<file path="config.mk">
export PLATFORM = sky130hd
export DESIGN_NAME = word_counter_flat
export DESIGN_NICKNAME = d
export VERILOG_FILES = /design/src/rtl/word_counter_if.sv /design/src/rtl/word_counter.sv /design/src/flat_wrapper.sv
export SDC_FILE = /design/constraint.sdc
export NUM_CORES = 1
export LEC_CHECK = 0
export BUFFER_PORTS_ARGS = -buffer_cell sky130_fd_sc_hd__buf_2
export CORE_MARGIN = 4
export CORE_UTILIZATION = 54
export DETAILED_ROUTE_END_ITERATION = 12
export GPL_TIMING_DRIVEN = 0
export PLACE_DENSITY = 0.84
export RECOVER_POWER = 25
export SLEW_MARGIN = 20
export SYNTH_ARGS = -nofsm -noshare
export SYNTH_HDL_FRONTEND = slang
export SYNTH_SLANG_ARGS = --single-unit
</file>
<file path="constraint.sdc">
create_clock -name clk -period 3.8 [get_ports clk]
set_clock_uncertainty 0.15 [all_clocks]
set_input_delay 0.19 -clock clk [delete_from_list [all_inputs] [get_ports clk]]
set_output_delay 0.19 -clock clk [all_outputs]
set_load 0.02 [all_outputs]
</file>
<file path="src/rtl/word_counter_if.sv">
// Command / status bundle between the instruction decoder side and the
// word-count stage of the DMA address generator.
interface word_counter_if #(
  parameter int WIDTH = 4
);
  logic [WIDTH-1:0] data_in;
  logic             ld_word;
  logic             reinit;
  logic             cnt_en;
  logic [1:0]       mode;
  logic [WIDTH-1:0] add_cnt_in;
  logic [WIDTH-1:0] word_cnt_out;
  logic [WIDTH-1:0] word_reg_out;
  logic             done;
  logic             busy;

  modport master (
    output data_in, ld_word, reinit, cnt_en, mode, add_cnt_in,
    input  word_cnt_out, word_reg_out, done, busy
  );

  modport slave (
    input  data_in, ld_word, reinit, cnt_en, mode, add_cnt_in,
    output word_cnt_out, word_reg_out, done, busy
  );
endinterface

</file>
<file path="src/rtl/word_counter.sv">
// Word register / word counter stage of an Am2940-style DMA address
// generator. Holds WR and WC, steps WC on cnt_en and flags terminal count
// according to the 2-bit control-register mode. All outputs registered.
module word_counter #(
  parameter int WIDTH = 4
) (
  input  logic          clk,
  input  logic          rst_n,
  word_counter_if.slave bus
);

  typedef enum logic [1:0] {
    S_IDLE     = 2'd0,
    S_ACTIVE   = 2'd1,
    S_TERMINAL = 2'd2
  } state_t;

  localparam logic [1:0] M_DOWN  = 2'b00;
  localparam logic [1:0] M_UPWR  = 2'b01;
  localparam logic [1:0] M_ADDR  = 2'b10;

  state_t           r_state;
  logic [WIDTH-1:0] r_wr;
  logic [WIDTH-1:0] r_wc;
  logic             r_done;
  logic             r_busy;

  state_t           w_state_nxt;
  logic [WIDTH-1:0] w_wr_nxt;
  logic [WIDTH-1:0] w_wc_nxt;
  logic [WIDTH-1:0] w_step;
  logic [WIDTH-1:0] w_reload;

  // Candidate step value: mode 00 counts down, every other mode counts up.
  // Wraps naturally modulo 2^WIDTH.
  always_comb begin
    w_step   = (bus.mode == M_DOWN) ? (r_wc - 1'b1) : (r_wc + 1'b1);
    w_reload = (bus.mode == M_DOWN) ? r_wr : '0;
  end

  // Next-state / datapath: ld_word beats reinit beats cnt_en.
  always_comb begin
    w_state_nxt = r_state;
    w_wr_nxt    = r_wr;
    w_wc_nxt    = r_wc;
    if (bus.ld_word) begin
      w_wr_nxt    = bus.data_in;
      w_wc_nxt    = (bus.mode == M_DOWN) ? bus.data_in : '0;
      w_state_nxt = S_ACTIVE;
    end else if (bus.reinit) begin
      // reinit is a no-op in IDLE; it still masks cnt_en (ignored there anyway)
      if (r_state != S_IDLE) begin
        w_wc_nxt    = w_reload;
        w_state_nxt = S_ACTIVE;
      end
    end else if (r_state == S_ACTIVE) begin
      if (bus.cnt_en)
        w_wc_nxt = w_step;
      // Terminal detection only ever looks at a stepped value (or the
      // address compare), so a loaded WR of 0 means a full 2^WIDTH words.
      unique case (bus.mode)
        M_DOWN:  if (bus.cnt_en && (w_step == '0))   w_state_nxt = S_TERMINAL;
        M_UPWR:  if (bus.cnt_en && (w_step == r_wr)) w_state_nxt = S_TERMINAL;
        M_ADDR:  if (bus.add_cnt_in == r_wr)         w_state_nxt = S_TERMINAL;
        default: ;  // mode 11 free-runs
      endcase
    end
  end

  // State, WR, WC and the registered status flags.
  always_ff @(posedge clk or negedge rst_n) begin
    if (!rst_n) begin
      r_state <= S_IDLE;
      r_wr    <= '0;
      r_wc    <= '0;
      r_done  <= 1'b0;
      r_busy  <= 1'b0;
    end else begin
      r_state <= w_state_nxt;
      r_wr    <= w_wr_nxt;
      r_wc    <= w_wc_nxt;
      r_done  <= (w_state_nxt == S_TERMINAL);
      r_busy  <= (w_state_nxt == S_ACTIVE);
    end
  end

  assign bus.word_cnt_out = r_wc;
  assign bus.word_reg_out = r_wr;
  assign bus.done         = r_done;
  assign bus.busy         = r_busy;

endmodule

</file>
<file path="src/flat_wrapper.sv">
// flat-port wrapper written by rule: the top's interface ports become plain ports
module word_counter_flat 
#(
  parameter int WIDTH = 4
)
  (clk, rst_n, bus_data_in, bus_ld_word, bus_reinit, bus_cnt_en, bus_mode, bus_add_cnt_in, bus_word_cnt_out, bus_word_reg_out, bus_done, bus_busy);
  word_counter_if #(.WIDTH(WIDTH)) bus_i ();
  input  logic clk;
  input  logic rst_n;
  input wire logic [$bits(bus_i.data_in)-1:0] bus_data_in;
  input wire logic [$bits(bus_i.ld_word)-1:0] bus_ld_word;
  input wire logic [$bits(bus_i.reinit)-1:0] bus_reinit;
  input wire logic [$bits(bus_i.cnt_en)-1:0] bus_cnt_en;
  input wire logic [$bits(bus_i.mode)-1:0] bus_mode;
  input wire logic [$bits(bus_i.add_cnt_in)-1:0] bus_add_cnt_in;
  output wire logic [$bits(bus_i.word_cnt_out)-1:0] bus_word_cnt_out;
  output wire logic [$bits(bus_i.word_reg_out)-1:0] bus_word_reg_out;
  output wire logic [$bits(bus_i.done)-1:0] bus_done;
  output wire logic [$bits(bus_i.busy)-1:0] bus_busy;
  assign bus_i.data_in = bus_data_in;
  assign bus_i.ld_word = bus_ld_word;
  assign bus_i.reinit = bus_reinit;
  assign bus_i.cnt_en = bus_cnt_en;
  assign bus_i.mode = bus_mode;
  assign bus_i.add_cnt_in = bus_add_cnt_in;
  assign bus_word_cnt_out = bus_i.word_cnt_out;
  assign bus_word_reg_out = bus_i.word_reg_out;
  assign bus_done = bus_i.done;
  assign bus_busy = bus_i.busy;
  word_counter #(.WIDTH(WIDTH)) u_core (.clk(clk), .rst_n(rst_n), .bus(bus_i));
endmodule
</file>
==> impl_metrics.env, run 1 <==
export IMPL_cts_resized=0
export IMPL_async_reset_ff_share_pct=100
export IMPL_rsz0062_at_grt="false"
export IMPL_grtUsageTotal_pct=20.7
export IMPL_die_h_um=47.8
export IMPL_synthCells=90
export IMPL_num_antenna_cells=0
export IMPL_htree_levels=1
export IMPL_wl_met3_um=123
export IMPL_place_ws_ns=0.805
export IMPL_ys_ff_latch=12
export IMPL_die_w_um=47.8
export IMPL_power_density_nw_per_um2=368
export IMPL_routedWlPerCell_um=14.8
export IMPL_synth_edff_count=0
export IMPL_cts_tree="built"
export IMPL_cts_num_sinks=12
export IMPL_min_period_ns=2.75
export IMPL_crit_required_ns=3.80
export IMPL_gp_congestion=0.834
export IMPL_routed_wl_um=2000
export IMPL_core_area_um2=1510
export IMPL_port_buffers=23
export IMPL_first_global_vias=761
export IMPL_slew_headroom_pct=55.7
export IMPL_fillers=129
export IMPL_total_power_w=0.000384
export IMPL_fp_row_count=14
export IMPL_hold_violations=0
export IMPL_setup_viol=0
export IMPL_grt_max_degree=13
export IMPL_hold_class="in2reg"
export IMPL_whs_path_depth=3
export IMPL_wl_met2_um=955
export IMPL_ant_nets=0
export IMPL_highest_layer="met4"
export IMPL_ys_seq_area_share_pct=35.2
export IMPL_endpoint_kind="flip-flop"
export IMPL_fmax_mhz=364
export IMPL_synth_area_um2=853
export IMPL_cap_viol_max_count=0
export IMPL_via_per_inst=5.88
export IMPL_placed_cells=129
export IMPL_regArea_um2=300
export IMPL_drt_met1_wl_um=882
export IMPL_start_util_pct=56.6
export IMPL_synth_flop_cell="dfrtp_1"
export IMPL_outcome="finished clean"
export IMPL_firstDrtPassIters=4
export IMPL_clk_path_buf_depth=2
export IMPL_synthesis_nets=107
export IMPL_multiInputGateArea_um2=515
export IMPL_leakagePower_nw=0.470
export IMPL_instances_no_fill=135
export IMPL_clkLatencyLatePin_ns=0.27
export IMPL_synth_distinct_cells=40
export IMPL_critPathArrivalTime_ns=2.75
export IMPL_ys_warn_count=0
export IMPL_cts_buffers=3
export IMPL_cp_max_fo=6
export IMPL_clk_pin_slew_ns=0.08
export IMPL_hold_slack_ns=0.00816
export IMPL_post_cts_buffers=0
export IMPL_drive_gt1_share_pct=28.6
export IMPL_cts_root_buf="clkbuf_4"
export IMPL_io_pins=25
export IMPL_period_share_pct=72.3
export IMPL_avgSynthCellArea_um2=9.48
export IMPL_dieArea_um2=2280
export IMPL_finalSetupTns_ns=0
export IMPL_rr_worst_depth=8
export IMPL_vias=794
export IMPL_worst_slew_pin_slew_ns=0.664
export IMPL_r2r_slack_ns=1.05
export IMPL_hpwl_um=1540
export IMPL_peakVddDrop_mv=0.250
export IMPL_area_growth_pct=22.3
export IMPL_fin_nets=137
export IMPL_cp_start_kind="flip-flop"
export IMPL_setup_ws_ns=1.05
export IMPL_drt_drc_violations_left=0
export IMPL_antenna_found_initial=0
export IMPL_grt_pass1_wl_um=3300
export IMPL_path_class="reg2reg"
export IMPL_maxSlewViolCount=0
export IMPL_overflow=0
export IMPL_drtIter0Drc=11
-- layer usage --
layer	vias up	GRT usage, %
met5	-	0
met4	0	11.3
met3	5	3.38
met2	30	32.7
met1	365	26.7
li1	394	-
-- layout make-up --
class                           count  area share, %
Multi-Input combinational cell     70           49.4
Clock buffer                        4           3.48
Sequential cell                    12           28.8
Timing Repair Buffer               25           12.8
Inverter                            5           1.80
Tap cell                           16           1.92
Buffer                              3           1.80
-- synth_stat cells, drive strengths merged, types with 2 or more instances --
cell     number  area, um^2
xnor2        10        87.6
nand2         5        18.8
dfrtp        12         300
inv           5        18.8
o22ai         3        18.8
nor2          3        11.3
or2           2        12.5
a2bb2oi       2        17.5
clkbuf        2        7.51
xor2          3        26.3
nand3         2        10.0
o21ai         7        35.0
ha            2        25.0
nor4          2        12.5
a21oi         5        36.3
mux2          4        45.0
-- placed cells by master (no fill, tap or decap), types with 3 or more instances in the layout --
master    Yosys  routed
nand2_1       5       5
clkbuf_4      0       3
xor2_1        3       3
dfrtp_1      12      12
buf_2         0      22
o22ai_1       3       3
clkbuf_1      2       3
o21ai_0       6       6
inv_1         5       5
a21oi_1       4       4
mux2_2        4       4
nor2_1        3       3
xnor2_1      10      10
-- logic make-up after synthesis --
family	Yosys count	synth area share, %
AOI/OAI and AO/OA	27	23.2
and+or+nand+nor	24	15.7
xor gates and xnor gates	13	13.3
DFF	12	35.2
buffers and inverters	8	4.40
muxes	4	5.28
adders and majority gates	2	2.93
-- per-stage QoR --
stage | utilization, % | instance area, um^2
2_1_floorplan | - | 853
3_3_place_gp | 65.6 | 988
3_5_place_dp | 65.6 | 988
4_1_cts | 69.4 | 1040
5_1_grt | 69.3 | 1040
6_report | 69.3 | 1040
-- path summary, 6_finish.rpt --
check,end,from
setup / recovery,u_core.bus.busy,u_core.bus.word_cnt_out[1]
hold / removal,u_core.bus.word_reg_out[3],bus_data_in[3]
setup reg to reg,u_core.bus.busy,u_core.bus.word_cnt_out[1]
hold reg to reg,u_core.bus.word_reg_out[2],u_core.bus.word_reg_out[2]
max in group asynchronous,u_core.bus.done,rst_n
min in group asynchronous,u_core.bus.word_reg_out[2],rst_n
-- critical path: stages (launching register included) --
cell and delay (ns):
dfrtp_1 0.46, xnor2_1 0.18, ha_1 0.25, nor4_1 0.46
a21oi_4 0.06, xnor2_1 0.16, or4_1 0.49, a221oi_2 0.29
a31oi_1 0.12
-- where the power goes --
group          internal (W)  leakage, nW  switching (W)
combinational     0.0000573        0.302      0.0000711
clock             0.0000583       0.0210      0.0000437
sequential         0.000138        0.147      0.0000162
total              0.000253        0.470       0.000131
-- sequential cells by signal, indices dropped and copies added (netlist names) --
signal                   count
u_core.bus.done              1
u_core.bus.word_cnt_out      4
u_core.bus.word_reg_out      4
u_core.bus.busy              1
u_core.r_state               2
-- repair_timing --
action	4_1_cts	5_1_grt
hold buffers	2	0
setup endpoints to repair	0	0
hold endpoints to repair	13	0
Note: power is estimated with default switching activity, not from simulation.
==> inputs of run 2 (changes only) <==
Settings changed: CORE_UTILIZATION 54 to 50, PLACE_DENSITY 0.84 to 0.79.
Clock period 3.8 ns to 2.7 ns, I/O delays scaled along.
==> run 2 against run 1 <==
Net effect: via count is 3.1% higher; core utilization is 3.2 points higher; maximum frequency is 4.1% higher; first-iteration DRC count rose by 100%; clock power rose by 39%; highest routed layer unchanged; final cell count rose by 3.7%; largest power group unchanged; hold slack better by 0.083 ns; cell area increased by 8.3%; global-route usage decreased by 2.8 points; critical endpoint is now u_core.r_state[0]; critical path type unchanged; clock-buffer cell count did not move.
==> impl_metrics.env, run 2 (synthesized netlist as in run 1, its figures left out) <==
export IMPL_total_power_w=0.000559
export IMPL_die_w_um=49.3
export IMPL_hold_class="in2reg"
export IMPL_setup_viol=0
export IMPL_antenna_found_initial=0
export IMPL_via_per_inst=5.85
export IMPL_min_delay_start="bus_reinit"
export IMPL_htree_levels=1
export IMPL_peakVddDrop_mv=0.416
export IMPL_cts_tree="built"
export IMPL_overflow=0
export IMPL_path_depth=8
export IMPL_grt_pass1_wl_um=3440
export IMPL_clk_path_buf_depth=2
export IMPL_clkLatencyLatePin_ns=0.27
export IMPL_r2r_slack_ns=0.06
export IMPL_grt_max_degree=13
export IMPL_finalSetupTns_ns=0
export IMPL_fp_row_count=14
export IMPL_placed_cells=129
export IMPL_first_global_vias=777
export IMPL_start_util_pct=54.7
export IMPL_placed_cell_area_um2=988
export IMPL_routedWlPerCell_um=15.2
export IMPL_io_pins=25
export IMPL_crit_required_ns=2.69
export IMPL_routed_wl_um=2120
export IMPL_leakagePower_nw=0.501
export IMPL_highest_layer="met4"
export IMPL_fin_area_um2=1130
export IMPL_maxSlewViolCount=0
export IMPL_die_h_um=49.3
export IMPL_clk_pin_slew_ns=0.08
export IMPL_cts_buffers=3
export IMPL_drtIter0Drc=22
export IMPL_num_antenna_cells=0
export IMPL_ant_nets=0
export IMPL_final_common_cell="buf_2"
export IMPL_fmax_mhz=379
export IMPL_cts_root_buf="clkbuf_4"
export IMPL_hpwl_um=1540
export IMPL_crit_chain="xnor2_2 > ha_2 > nor4_4 > a21oi_4 > xnor2_1 > or4_4 > a221oi_4 > nand3_1"
export IMPL_whs_path_depth=3
export IMPL_cpMaxStageDelayCell="or4_4"
export IMPL_r2r_start="u_core.bus.word_cnt_out[1]"
export IMPL_min_period_ns=2.64
export IMPL_critPathTopFamily="simple AND/OR/NAND/NOR gates"
export IMPL_cp_start_kind="flip-flop"
export IMPL_hold_violations=0
export IMPL_dieArea_um2=2430
export IMPL_wl_met2_um=1030
export IMPL_port_buffers=23
export IMPL_core_area_um2=1560
export IMPL_area_growth_pct=32.4
export IMPL_regArea_um2=302
export IMPL_period_share_pct=97.7
export IMPL_worst_slew_pin_slew_ns=0.657
export IMPL_fin_nets=142
export IMPL_whs_endpoint="u_core.bus.busy"
export IMPL_outcome="finished clean"
export IMPL_gp_congestion=0.796
export IMPL_cts_num_sinks=12
export IMPL_mostFrequentLayoutCells="buf_2 (22), dfrtp_1 (11), xnor2_1 (9)"
export IMPL_cp_max_fo=6
export IMPL_r2r_end="u_core.r_state[0]"
export IMPL_power_density_nw_per_um2=495
export IMPL_path_class="reg2reg"
export IMPL_firstDrtPassIters=4
export IMPL_cp_num_buf_inv=0
export IMPL_drt_met1_wl_um=991
export IMPL_slew_headroom_pct=56.2
export IMPL_endpoint_kind="flip-flop"
export IMPL_drive_gt1_share_pct=33.1
export IMPL_vias=819
export IMPL_drt_drc_violations_left=0
export IMPL_grtUsageTotal_pct=17.9
export IMPL_cap_viol_max_count=0
export IMPL_instances_no_fill=140
export IMPL_multiInputGateArea_um2=556
export IMPL_worst_path_largest_cell_delay_ns=0.51
export IMPL_fillers=129
export IMPL_critPathArrivalTime_ns=2.63
export IMPL_wl_met3_um=66
export IMPL_rr_worst_depth=8
run 2: cell count changes in the layout (fill, tap and decap cells not counted), sizes merged:
| cell | delta |
|---|---|
| dlygate4sd3 | +3 |
| buf | +2 |
run 2: worst max path at each step:
stage                                          start           endpoint  slack, ns
after detailed placement                 bus_mode[0]  u_core.r_state[0]      -0.27
after floorplan           u_core.bus.word_cnt_out[1]    u_core.bus.busy       0.05
final                     u_core.bus.word_cnt_out[1]  u_core.r_state[0]       0.06
after global placement                   bus_mode[0]    u_core.bus.busy      -0.21
after CTS                 u_core.bus.word_cnt_out[1]  u_core.r_state[0]       0.05
after global routing      u_core.bus.word_cnt_out[1]  u_core.r_state[0]      -0.03
run 2: where the power goes:
| group | internal, W | switching, W |
|---|---|---|
| combinational | 0.0000917 | 0.000104 |
| sequential | 0.000194 | 0.0000264 |
| clock | 0.0000820 | 0.0000598 |
| total | 0.000368 | 0.000191 |
run 2: what timing repair did:
item | CTS | global route
hold buffers | 5 | 0
resized for setup | 1 | 6
setup buffers | 0 | 2
gates cloned | 0 | 0
endpoints found under the setup margin | 3 | 3
pin swaps | 0 | 4
hold endpoints to repair | 16 | 0
run 2: layer usage:
layer / up-vias / track usage, %
met1: 394 / 24.2
li1: 400 / -
met4: 0 / 8.53
met5: - / 0
met3: 5 / 2.14
met2: 20 / 28.1
run 2: worst min-delay path: stages:
cell	delay, ns
buf_2	0.14
o21ai_0	0.11
a31oi_1	0.09
run 2: per-stage QoR:
stage / hold slack [ns] / utilization (%) / worst slack, ns
final: 0.0914 / 72.5 / 0.0614
after global routing: 0.127 / 72.5 / -0.0349
after CTS: 0.0907 / 69.3 / 0.0460
after detailed placement: -0.125 / 63.4 / -0.270
after global placement: -0.128 / 63.4 / -0.210
after floorplan: -0.311 / - / 0.0453
run 2: layout make-up:
| cell class | instances | share of cell area [%] |
|---|---|---|
| Timing Repair Buffer | 30 | 15.8 |
| Buffer | 3 | 1.66 |
| Multi-Input combinational cell | 70 | 49.2 |
| Tap cell | 16 | 1.77 |
| Clock buffer | 4 | 3.21 |
| Sequential cell | 12 | 26.7 |
| Inverter | 5 | 1.66 |
==> inputs of run 3 (changes only) <==
--- a/config.mk
+++ b/config.mk
@@ -7,3 +7,3 @@
 export LEC_CHECK = 0
-export BUFFER_PORTS_ARGS = -buffer_cell sky130_fd_sc_hd__buf_2
+export BUFFER_PORTS_ARGS = -buffer_cell sky130_fd_sc_hd__buf_4
 export CORE_MARGIN = 4
==> constraint.sdc (replaced) <==
create_clock -name clk -period 2.7 [get_ports clk]
set_clock_uncertainty 0.15 [all_clocks]
set_input_delay 0.675 -clock clk [delete_from_list [all_inputs] [get_ports clk]]
set_output_delay 0.675 -clock clk [all_outputs]
set_load 0.02 [all_outputs]
==> run 3 against run 2 <==
Net effect: the flow now finishes with violations (negative setup slack); combinational power grew 20%; non-clock buffer count grew 1; largest cell class unchanged; core utilization grew 6.5 points; global-route usage grew 1.2 points; worst setup slack lost 0.071 ns; clock power shrank 25%; critical path type is now in2reg; sequential power is essentially flat; first-iteration DRC count shrank 55%.
==> impl_metrics.env, run 3 (synthesized netlist as in run 1, its figures left out) <==
export IMPL_num_antenna_cells=0
export IMPL_grt_pass1_wl_um=3700
export IMPL_setup_worst_path_start="bus_mode[0]"
export IMPL_endpoint_kind="flip-flop"
export IMPL_die_w_um=49.3
export IMPL_postCtsHoldBufs=0
export IMPL_crit_chain="buf_12 > or2_4 > xnor2_4 > ha_4 > nor4_4 > a21oi_4 > xnor2_2 > or4_4 > a221oi_4 > a31oi_2"
export IMPL_vias=812
export IMPL_first_global_vias=835
export IMPL_violations="negative setup slack"
export IMPL_cts_root_buf="clkbuf_4"
export IMPL_io_pins=25
export IMPL_cpMaxStageDelayCell="or4_4"
export IMPL_crit_required_ns=2.69
export IMPL_cts_buffers=3
export IMPL_finalSetupTns_ns=-0.00982
export IMPL_total_power_w=0.000567
export IMPL_leakagePower_nw=0.543
export IMPL_rsz0062_at_grt="true"
export IMPL_cp_max_fo=3
export IMPL_mostFrequentLayoutCells="buf_4 (29), dfrtp_1 (12), xnor2_1 (7)"
export IMPL_clk_path_buf_depth=2
export IMPL_die_h_um=49.3
export IMPL_antenna_found_initial=0
export IMPL_hpwl_um=1620
export IMPL_maxSlewViolCount=0
export IMPL_setup_viol=1
export IMPL_drive_gt1_share_pct=39.5
export IMPL_path_class="in2reg"
export IMPL_clk_pin_slew_ns=0.07
export IMPL_gp_congestion=0.866
export IMPL_min_period_ns=2.71
export IMPL_via_per_inst=5.80
export IMPL_start_util_pct=54.7
export IMPL_overflow=0
export IMPL_outcome="complete, but fails checks"
export IMPL_core_area_um2=1560
export IMPL_peakVddDrop_mv=0.327
export IMPL_period_share_pct=100
export IMPL_firstDrtPassIters=4
export IMPL_area_growth_pct=44.3
export IMPL_ant_nets=0
export IMPL_power_density_nw_per_um2=460
export IMPL_drtIter0Drc=10
export IMPL_port_buffers=23
export IMPL_routedWlPerCell_um=15.6
export IMPL_routed_wl_um=2180
export IMPL_slew_headroom_pct=57.8
export IMPL_worst_slew_pin_slew_ns=0.634
export IMPL_r2r_start="u_core.bus.word_cnt_out[0]"
export IMPL_grt_max_degree=13
export IMPL_setup_ws_ns=-0.00982
export IMPL_htree_levels=1
export IMPL_dieArea_um2=2430
export IMPL_hold_class="in2async"
export IMPL_instances_no_fill=140
export IMPL_worst_path_largest_cell_delay_ns=0.50
export IMPL_critPathArrivalTime_ns=2.70
export IMPL_cts_num_sinks=12
export IMPL_cap_viol_max_count=0
export IMPL_fin_nets=143
export IMPL_final_common_cell="buf_4"
export IMPL_drt_drc_violations_left=0
export IMPL_fmax_mhz=369
export IMPL_placed_cells=129
export IMPL_cts_tree="built"
export IMPL_grtUsageTotal_pct=19.1
export IMPL_fp_row_count=14
export IMPL_cp_start_kind="input pin"
export IMPL_clkLatencyLatePin_ns=0.27
export IMPL_hold_violations=0
==> run 3: cell types whose count changed in the layout (fill, tap and decap cells not counted), moves of 2 or more <==
cell / change
dlygate4sd3_1: -5
buf_2: -22
buf_12: +2
buf_4: +27
xnor2_1: -2
==> run 3: worst paths after layout <==
kind / to / slack [ns] / cells past startpoint
max in group asynchronous: u_core.bus.word_cnt_out[1] / 1.75 / 1
setup / recovery: u_core.bus.busy / -0.01 / 10
hold / removal: u_core.bus.busy / 0.24 / 1
min in group clk: u_core.bus.word_cnt_out[3] / 0.48 / 1
setup reg to reg: u_core.bus.busy / 0.17 / 6
hold reg to reg: u_core.bus.word_cnt_out[3] / 0.48 / 1
==> run 3: per-stage QoR <==
stage | setup WS [ns] | util, % | area, um^2 | hold slack, ns
floorplan | -0.183 | - | 900 | 0.229
global placement | -0.492 | 70.1 | 1090 | 0.370
detailed placement | -0.534 | 70.1 | 1090 | 0.375
CTS | -0.220 | 77.4 | 1210 | 0.0880
global route | -0.0913 | 79.0 | 1230 | 0.309
finish | -0.00982 | 79.0 | 1230 | 0.240
==> run 3: layout make-up <==
cell class | count | area [um^2]
multi-input combinational | 70 | 601
fill | 108 | 328
sequential | 12 | 300
timing repair buffer | 32 | 262
clock buffer | 3 | 22.5
tap | 16 | 20.0
inverter | 5 | 18.8
buffer | 2 | 7.51
==> run 3: where the power goes <==
part	total, W	leakage [nW]	internal, W	switching (W)
sequential	0.000224	0.147	0.000194	0.0000296
clock	0.000107	0.0138	0.0000516	0.0000559
combinational	0.000236	0.382	0.000126	0.000110
==> run 3: timing repair <==
item | in CTS | in global routing
buffers inserted | 8 | 1
resized for setup | 7 | 5
endpoints found under the setup margin | 3 | 5
pin swaps | 8 | 8
==> run 3: worst max-delay path: cells and delay by family <==
family                   cells  cell delay, ns
AO/OA/AOI/OAI                3            0.49
XOR/XNOR                     2            0.30
adder cells (fa/ha/maj)      1            0.18
buffers and inverters        1            0.10
AND/OR/NAND/NOR              3            0.97
==> run 3: layer usage <==
layer  GRT usage [%]  up-vias  share of wire [%]
met1            23.7      384                 43
met4            4.27        0                1.1
met3            3.06        4                5.3
li1                -      400                  -
met2            34.2       24                 51
met5               0        -                  0
